===== config.mk =====
export PLATFORM = sky130hd
export DESIGN_NAME = reg_status_file
export DESIGN_NICKNAME = d
export VERILOG_FILES = /design/src/rtl/reg_status_file.sv
export SDC_FILE = /design/constraint.sdc
export NUM_CORES = 2
export LEC_CHECK = 0
export ABC_AREA = 1
export CORE_MARGIN = 5
export CORE_UTILIZATION = 40
export CTS_CLUSTER_DIAMETER = 80
export DETAILED_ROUTE_END_ITERATION = 8
export PLACE_DENSITY = 0.63
export SETUP_SLACK_MARGIN = 0.05
export SLEW_MARGIN = 5
export SYNTH_ARGS = -nofsm -noshare
export SYNTH_HDL_FRONTEND = slang
export SYNTH_SLANG_ARGS = --single-unit

===== constraint.sdc =====
create_clock -name clk_in -period 3 [get_ports clk_in]
set_input_delay 0.6 -clock clk_in [delete_from_list [all_inputs] [get_ports clk_in]]
set_output_delay 0.6 -clock clk_in [all_outputs]
set_load 0.01 [all_outputs]

===== src/rtl/reg_status_file.sv =====
// Architectural register file with per-register rename status (busy, ROB tag).
// Optional macro REG_BYPASS_EN forwards a matching commit to the read ports in the same cycle.
module reg_status_file #(
    parameter int REG_ID_BIT    = 5,
    parameter int ROB_WIDTH_BIT = 4
) (
    input  logic                     clk_in,
    input  logic                     rst_in,
    input  logic                     rdy_in,
    input  logic                     issue_en,
    input  logic [REG_ID_BIT-1:0]    issue_rd,
    input  logic [ROB_WIDTH_BIT-1:0] issue_rob_id,
    input  logic [REG_ID_BIT-1:0]    rs1,
    input  logic [REG_ID_BIT-1:0]    rs2,
    output logic [31:0]              rs1_val,
    output logic                     rs1_busy,
    output logic [ROB_WIDTH_BIT-1:0] rs1_tag,
    output logic [31:0]              rs2_val,
    output logic                     rs2_busy,
    output logic [ROB_WIDTH_BIT-1:0] rs2_tag,
    input  logic                     commit_en,
    input  logic [REG_ID_BIT-1:0]    commit_rd,
    input  logic [ROB_WIDTH_BIT-1:0] commit_rob_id,
    input  logic [31:0]              commit_value,
    input  logic                     flush_in
);

    localparam int NUM_REGS = 1 << REG_ID_BIT;

    typedef struct packed {
        logic [31:0]              val;
        logic                     busy;
        logic [ROB_WIDTH_BIT-1:0] tag;
    } read_t;

    logic [31:0]              regs [NUM_REGS];
    logic [NUM_REGS-1:0]      busy;
    logic [ROB_WIDTH_BIT-1:0] tag  [NUM_REGS];

    logic  commit_wr;
    logic  commit_hit;
    logic  issue_take;
    read_t rd1;
    read_t rd2;

    // A commit only releases the rename if it is still the newest producer of that register.
    assign commit_wr  = commit_en && (commit_rd != '0);
    assign commit_hit = commit_wr && busy[commit_rd] && (tag[commit_rd] == commit_rob_id);
    assign issue_take = issue_en && (issue_rd != '0) && !flush_in;

    always_ff @(posedge clk_in) begin
        if (rst_in) begin
            // NOTE: the value array is reset explicitly because every index must read 0 after reset.
            for (int i = 0; i < NUM_REGS; i++) begin
                regs[i] <= '0;
                tag[i]  <= '0;
            end
            busy <= '0;
        end else if (rdy_in) begin
            if (commit_wr) begin
                regs[commit_rd] <= commit_value;
            end
            if (flush_in) begin
                busy <= '0;
            end else begin
                if (commit_hit) begin
                    busy[commit_rd] <= 1'b0;
                end
                // NOTE: the later non-blocking write wins, so an issue to the same rd overrides the release.
                if (issue_take) begin
                    busy[issue_rd] <= 1'b1;
                    tag[issue_rd]  <= issue_rob_id;
                end
            end
        end
    end

    function automatic read_t read_port(input logic [REG_ID_BIT-1:0] idx);
        read_t r;
        r = '0;
        if (idx != '0) begin
            r.val  = regs[idx];
            r.busy = busy[idx];
            r.tag  = tag[idx];
`ifdef REG_BYPASS_EN
            if (commit_hit && (commit_rd == idx)) begin
                r.val  = commit_value;
                r.busy = 1'b0;
            end
`endif
        end
        return r;
    endfunction

    assign rd1 = read_port(rs1);
    assign rd2 = read_port(rs2);

    assign rs1_val  = rd1.val;
    assign rs1_busy = rd1.busy;
    assign rs1_tag  = rd1.tag;
    assign rs2_val  = rd2.val;
    assign rs2_busy = rd2.busy;
    assign rs2_tag  = rd2.tag;

endmodule


* Word level (Yosys, flattened, before mapping)
Memories as Yosys holds them, arrays and structs flattened.
Cells that the tools add are included.
** Operators by class
- $lt $le $gt $ge :: 6
- Equal/unequal tests :: 1
- Mux-type cells :: 35
- Bitwise logic cells :: 3
- Reduce and logical (&&, ||, !) cells :: 14
** Operator list (count)
- 32-bit two-way mux :: 7
- 37-bit two-way mux :: 2
- 32-bit AND :: 1
- 32-bit inverter :: 1
- 32-bit bitwise OR :: 1
- 32-bit OR reduction :: 1
- 5-bit by 6-bit less-than comparator with 1-bit output, second input constant :: 4
- 5-bit nonzero test :: 4
- 1-bit two-way mux :: 18
- 1-bit binary-select mux with 5-bit select :: 3
- 1-bit demux with 5-bit select :: 2
- 5-bit by 1-bit greater-or-equal comparator with 1-bit output, second input constant :: 2
- 5-bit two-way mux :: 2
- 1-bit logical AND :: 7
- 4-bit == test :: 1
- 4-bit two-way mux :: 1
- 4-bit OR reduction :: 1
- 1-bit logical NOT :: 1
** Storage, ports and cells
- Flip-flop bits (word level) :: 32
- Memory bits (writable) :: 1152
- Bits of input ports :: 66
- Output and inout bits :: 74
- Logic and storage cells :: 62
- Memories kept :: 2
** Memories
- regs :: words 32, width 32, read ports 2, clocked after memory_dff 0, write ports 32, RTL line 36 : logic [31:0] regs [NUM_REGS];
- tag :: words 32, width 4, read ports 3, clocked after memory_dff 0, write ports 32, RTL line 38 : logic [ROB_WIDTH_BIT-1:0] tag [NUM_REGS];

* Depth between registers and ports, before layout
- Depth in word-level cells :: 13
- Gate-level depth with buffers :: 20
- Depth with buffers taken out :: 17

* Worst setup path before layout
OpenSTA, ideal clock, no wires.
- Kind :: input -> register
- Start point :: in commit_rd[1]
- End point :: mem regs[10][0], enable pin
- Library setup time :: 0.389 ns
- Arrival :: 2.543 ns
- Data required time :: 2.611 ns
- Slack :: 0.068 ns
- Stages :: 9
- Buffers on the path :: 3
- Path through :: buf_4 > nor2_2 > inv_2 > o21ai_1 > nor3_1 > buf_2 > nand2_1 > buf_2 > nand2_1
** RTL lines
- from (decl) :: RTL line 22 : input logic [REG_ID_BIT-1:0] commit_rd,
- to (decl) :: RTL line 36

* Final worst setup path
- Start point :: in rs1[0]
- End point :: out rs1_val[17]
** Between the ends
- Cells in the longest elaborated chain, start to end :: 2
- Elaborated cells on any way between the ends :: 3
- Those cells by class :: mux: 1; reduce/logical: 1; memory: 1
** Ends and longest elaborated chain
- from (decl) :: RTL line 13 : input logic [REG_ID_BIT-1:0] rs1,
- memory 32 x 32 bit / 5-bit nonzero test (equally long branches)
- 37-bit two-way mux (*) :: RTL line 81 : if (idx != '0) begin
- to (decl) :: RTL line 15 : output logic [31:0] rs1_val,
Every way passes the cells marked *; elsewhere a longest branch is shown, timed or not.

==> impl_results.md <==
- Combined area of all synthesized cells: 64500 sq um
- Initial core utilization: 40.2%
- VDD IR max: between 0.6 and 0.7 mV
- Global-route wire length before repair: 431 mm
- Largest clock skew in the final design: approximately 0.019 ns
- Via/cell ratio: 6.59
- Worst-case clock buffer depth: 3
- Max-slew headroom: between 30% and 40%
- Core footprint: ~160000 sq um
- Most used cell along the critical path: buf_16
- Result of the run: finished, violations left
- Number of max-capacitance violations reported: 0
- Skew-Pair Late Insertion Delay: 0.80 ns
- Inserted Clock Buffers: 135
- Final weighted congestion in routability-driven placement: 0.962
- Number of placement rows: 147
- Crit share post-route: 105%
- Biggest area contributors in the synthesized netlist: edfxtp_1 54%, nor2_1 14%, o21ai_0 9.5%
- Kind of launch point of the worst setup path: input port
- Remaining number of nets flagged by the antenna check after routing: 0
- DRC violation total after the first TritonRoute iteration: 13100
- Transition at the pin with the smallest max-transition slack: 1.03 ns
- Mean instance size in the synthesized netlist: 8.54 sq um
- Warning count from the yosys run: 0
- CP max stage cell: o221ai_1
- Top cell family by delay on the critical path: buffers and inverters
- Type of destination of the critical path: output pin
- Synthesized flop and latch total: 1184
- Delay of the slowest critical-path stage: 0.30 ns
- Area share of the leading cell type in the synthesized netlist: 53.6%
- Critical Path, Cell by Cell: buf_16 -> buf_16 -> buf_12 -> buf_12 -> buf_16 -> o21ai_0 -> o221ai_1 -> nand3_1 -> a21oi_2 -> buf_4 -> buf_6
- CTS tree: done
- Total negative slack: -2.37 ns
- Number of flops mapped to enable cells by yosys: 1152
- Final wirelength: ~300 mm
- Top-count cell post-synth: nor2_1
- Clock Pin Slew Worst Setup and Hold Paths: around 0.060 ns
- Buffering stage count on the worst path with inverters included: 7
- Maximum clock rate: between 300 and 400 MHz
- Final net count: 8265
- Count of final max-slew check failures: 0
- Detailed Routing Iterations Pass 1: 7
- Area after detailed placement: 74800 sq um
- Cell variety after synth: 36
- Post-cts hold buffer count: 0
- Cell accounting for the most synthesized area: edfxtp_1
- WL per Instance: 29.5 microns
- Total die area: 169000 sq um
- Via count: 69000
- Post-detailed-route DRC marker count: 0
- CP arrival: 2.56 ns
- Final number of hold-violating endpoints: 0
- # setup viols final: 42
- Reported leakage power: 32.9 nW
- Fraction of the core area covered by cells at the end of the flow: between 50% and 60%
- Maximum fanout count along the critical path: 9
- Sinks on Clock Net: 1184
- PwrDens: 508 nW/um^2
- Violations in the final reports: negative setup slack
- Gate count of the mapped netlist: approximately 7600
- Flip-flop cell with the highest count after synthesis: edfxtp_1
- Overall overflow remaining after global route: 0
- Fraction of final layout cells sized beyond drive strength 1: 23.2%
- Width of the chip: 412 microns
- Combined global-route utilization of all metal layers: 34.4%
- Half-perimeter wire length after placement: 181 mm
- Sequential share of the synthesized area: 54.6%
- Number of I/O pins: between 100 and 150
- Clock tree root buffer cell: clkbuf_16
- Worst EP required: 2.40 ns
- Min Clock Period, post-route: between 3 and 4 ns
- Startpoint-to-endpoint class of the critical path: in2out
- Signed area change from the synthesized netlist to the final layout: 36.2%
- FFs w/ async S/R, synth: 0%
- Die height: ~410 microns
- Buffers added on ports: 139
- Ranking of synthesized cells by instance count: 2340 x nor2_1, 1231 x o21ai_0, 1152 x edfxtp_1
- Maximum number of pins on one net before global-route repair: between 40 and 50
- RSZ-0062 raised after global routing: yes
- Setup slack of the critical path after layout: -0.162 ns
- Worst hold-check path type: in2reg
- # H-tree levels: 4
- Number of global-route vias before repair: about 64000
- Summed area of non-filler cells in the final layout: just under 90000 sq um
- Number of antenna violations at the first check in global routing: 3
## cells in the final DEF, fill, tap and decap left out, types with 29 or more instances in the layout
master / netlist / layout
conb_1: 1 / 36
nand2_1: 716 / 587
buf_12: 0 / 248
nand2_2: 1 / 95
buf_16: 0 / 81
a21oi_2: 1 / 58
edfxtp_1: 1152 / 1152
nand3_2: 0 / 65
nand2_4: 1 / 35
buf_8: 0 / 38
nor2_1: 2340 / 2320
o221ai_2: 0 / 54
nand4_1: 38 / 38
buf_4: 6 / 587
o21ai_0: 1231 / 982
inv_1: 102 / 92
a21oi_1: 190 / 121
nand3_1: 275 / 199
o21ai_1: 5 / 171
clkbuf_1: 624 / 29
a31oi_1: 79 / 31
clkdlybuf4s50_1: 0 / 53
clkbuf_16: 0 / 171
o221ai_1: 415 / 361
o22ai_1: 102 / 93
o211ai_1: 40 / 40
buf_6: 9 / 150
o21ai_2: 0 / 74
## final cells by class
cell class / count / area, sq um
clock buffer: 167 / 3550
multi-input combinational: 5526 / 28800
fill: 13700 / 72500
tap: 2160 / 2700
clock inverter: 77 / 788
timing repair buffer: 1231 / 16100
timing repair inverter: 7 / 129
inverter: 114 / 536
antenna: 2 / 5.00
sequential: 1184 / 35200
## worst reg2reg max path, cell delays in order (launching register included)
cell      delay (ns)
edfxtp_1        0.45
nand2_1         0.11
o21ai_0         0.09
nand2_1         0.09
nand2_1         0.10
nand2_1         0.09
nand2_1         0.06
nor2_1          0.26
nand2_1         0.09
nand2_1         0.06
nand2_1         0.08
nor2_4          0.16
buf_4           0.25
nand4_1         0.14
nand2_1         0.09
nand2_1         0.05
nand2_1         0.05
a21oi_1         0.06
## report_power, final
part	switching, mW	internal, mW
Clock	7.28	9.36
Combinational	5.13	3.30
Sequential	0.544	19.0
Total	13.0	31.7
## layer usage
layer	up-vias	share of wire, %	track usage, %
met3	1616	16	10.9
met2	6585	42	50.8
met4	2	8.0	22.0
li1	28100	-	-
met5	-	0.012	0
met1	32600	34	43.5
## metrics by stage
step / setup slack (ns) / instances / power [mW] / hold WS, ns
2_1_floorplan: 0.0676 / 7592 / 22.7 / 0.448
3_3_place_gp: -1.06 / 9926 / 26.1 / 0.467
3_5_place_dp: -1.09 / 9926 / 26.2 / 0.476
4_1_cts: -0.126 / 10400 / 43.6 / 0.195
5_1_grt: -0.158 / 10500 / 45.6 / 0.232
6_report: -0.162 / 10500 / 44.6 / 0.238
## path summary, 6_finish.rpt
check                                start     endpoint  slack [ns]  cells past startpoint
worst min register to register    busy[24]     busy[24]        0.49                      2
worst max-delay path                rs1[0]  rs1_val[17]       -0.16                     11
worst max register to register  tag[29][3]     busy[30]        0.58                     17
worst min-delay path                rst_in     busy[10]        0.24                      2
## cell families after synthesis
kind of cell / after synthesis / synth area share [%]
AO/OA/AOI/OAI: 2094 / 19.4
flip-flops: 1184 / 54.6
AND/OR/NAND/NOR: 3396 / 20.6
other: 1 / 0.00581
buffers and inverters: 882 / 5.44
## flip-flops by register name (all words and copies together) (netlist names)
name  count
busy     32
regs   1024
tag     128
## repair_timing
| item | CTS | global route |
|---|---|---|
| pin swaps | 292 | 345 |
| setup buffers | 125 | 86 |
| gates resized for setup | 1007 | 542 |
| setup endpoints to repair | 74 | 74 |
| gates cloned | 79 | 36 |
Power figures use the tool's default switching activity.
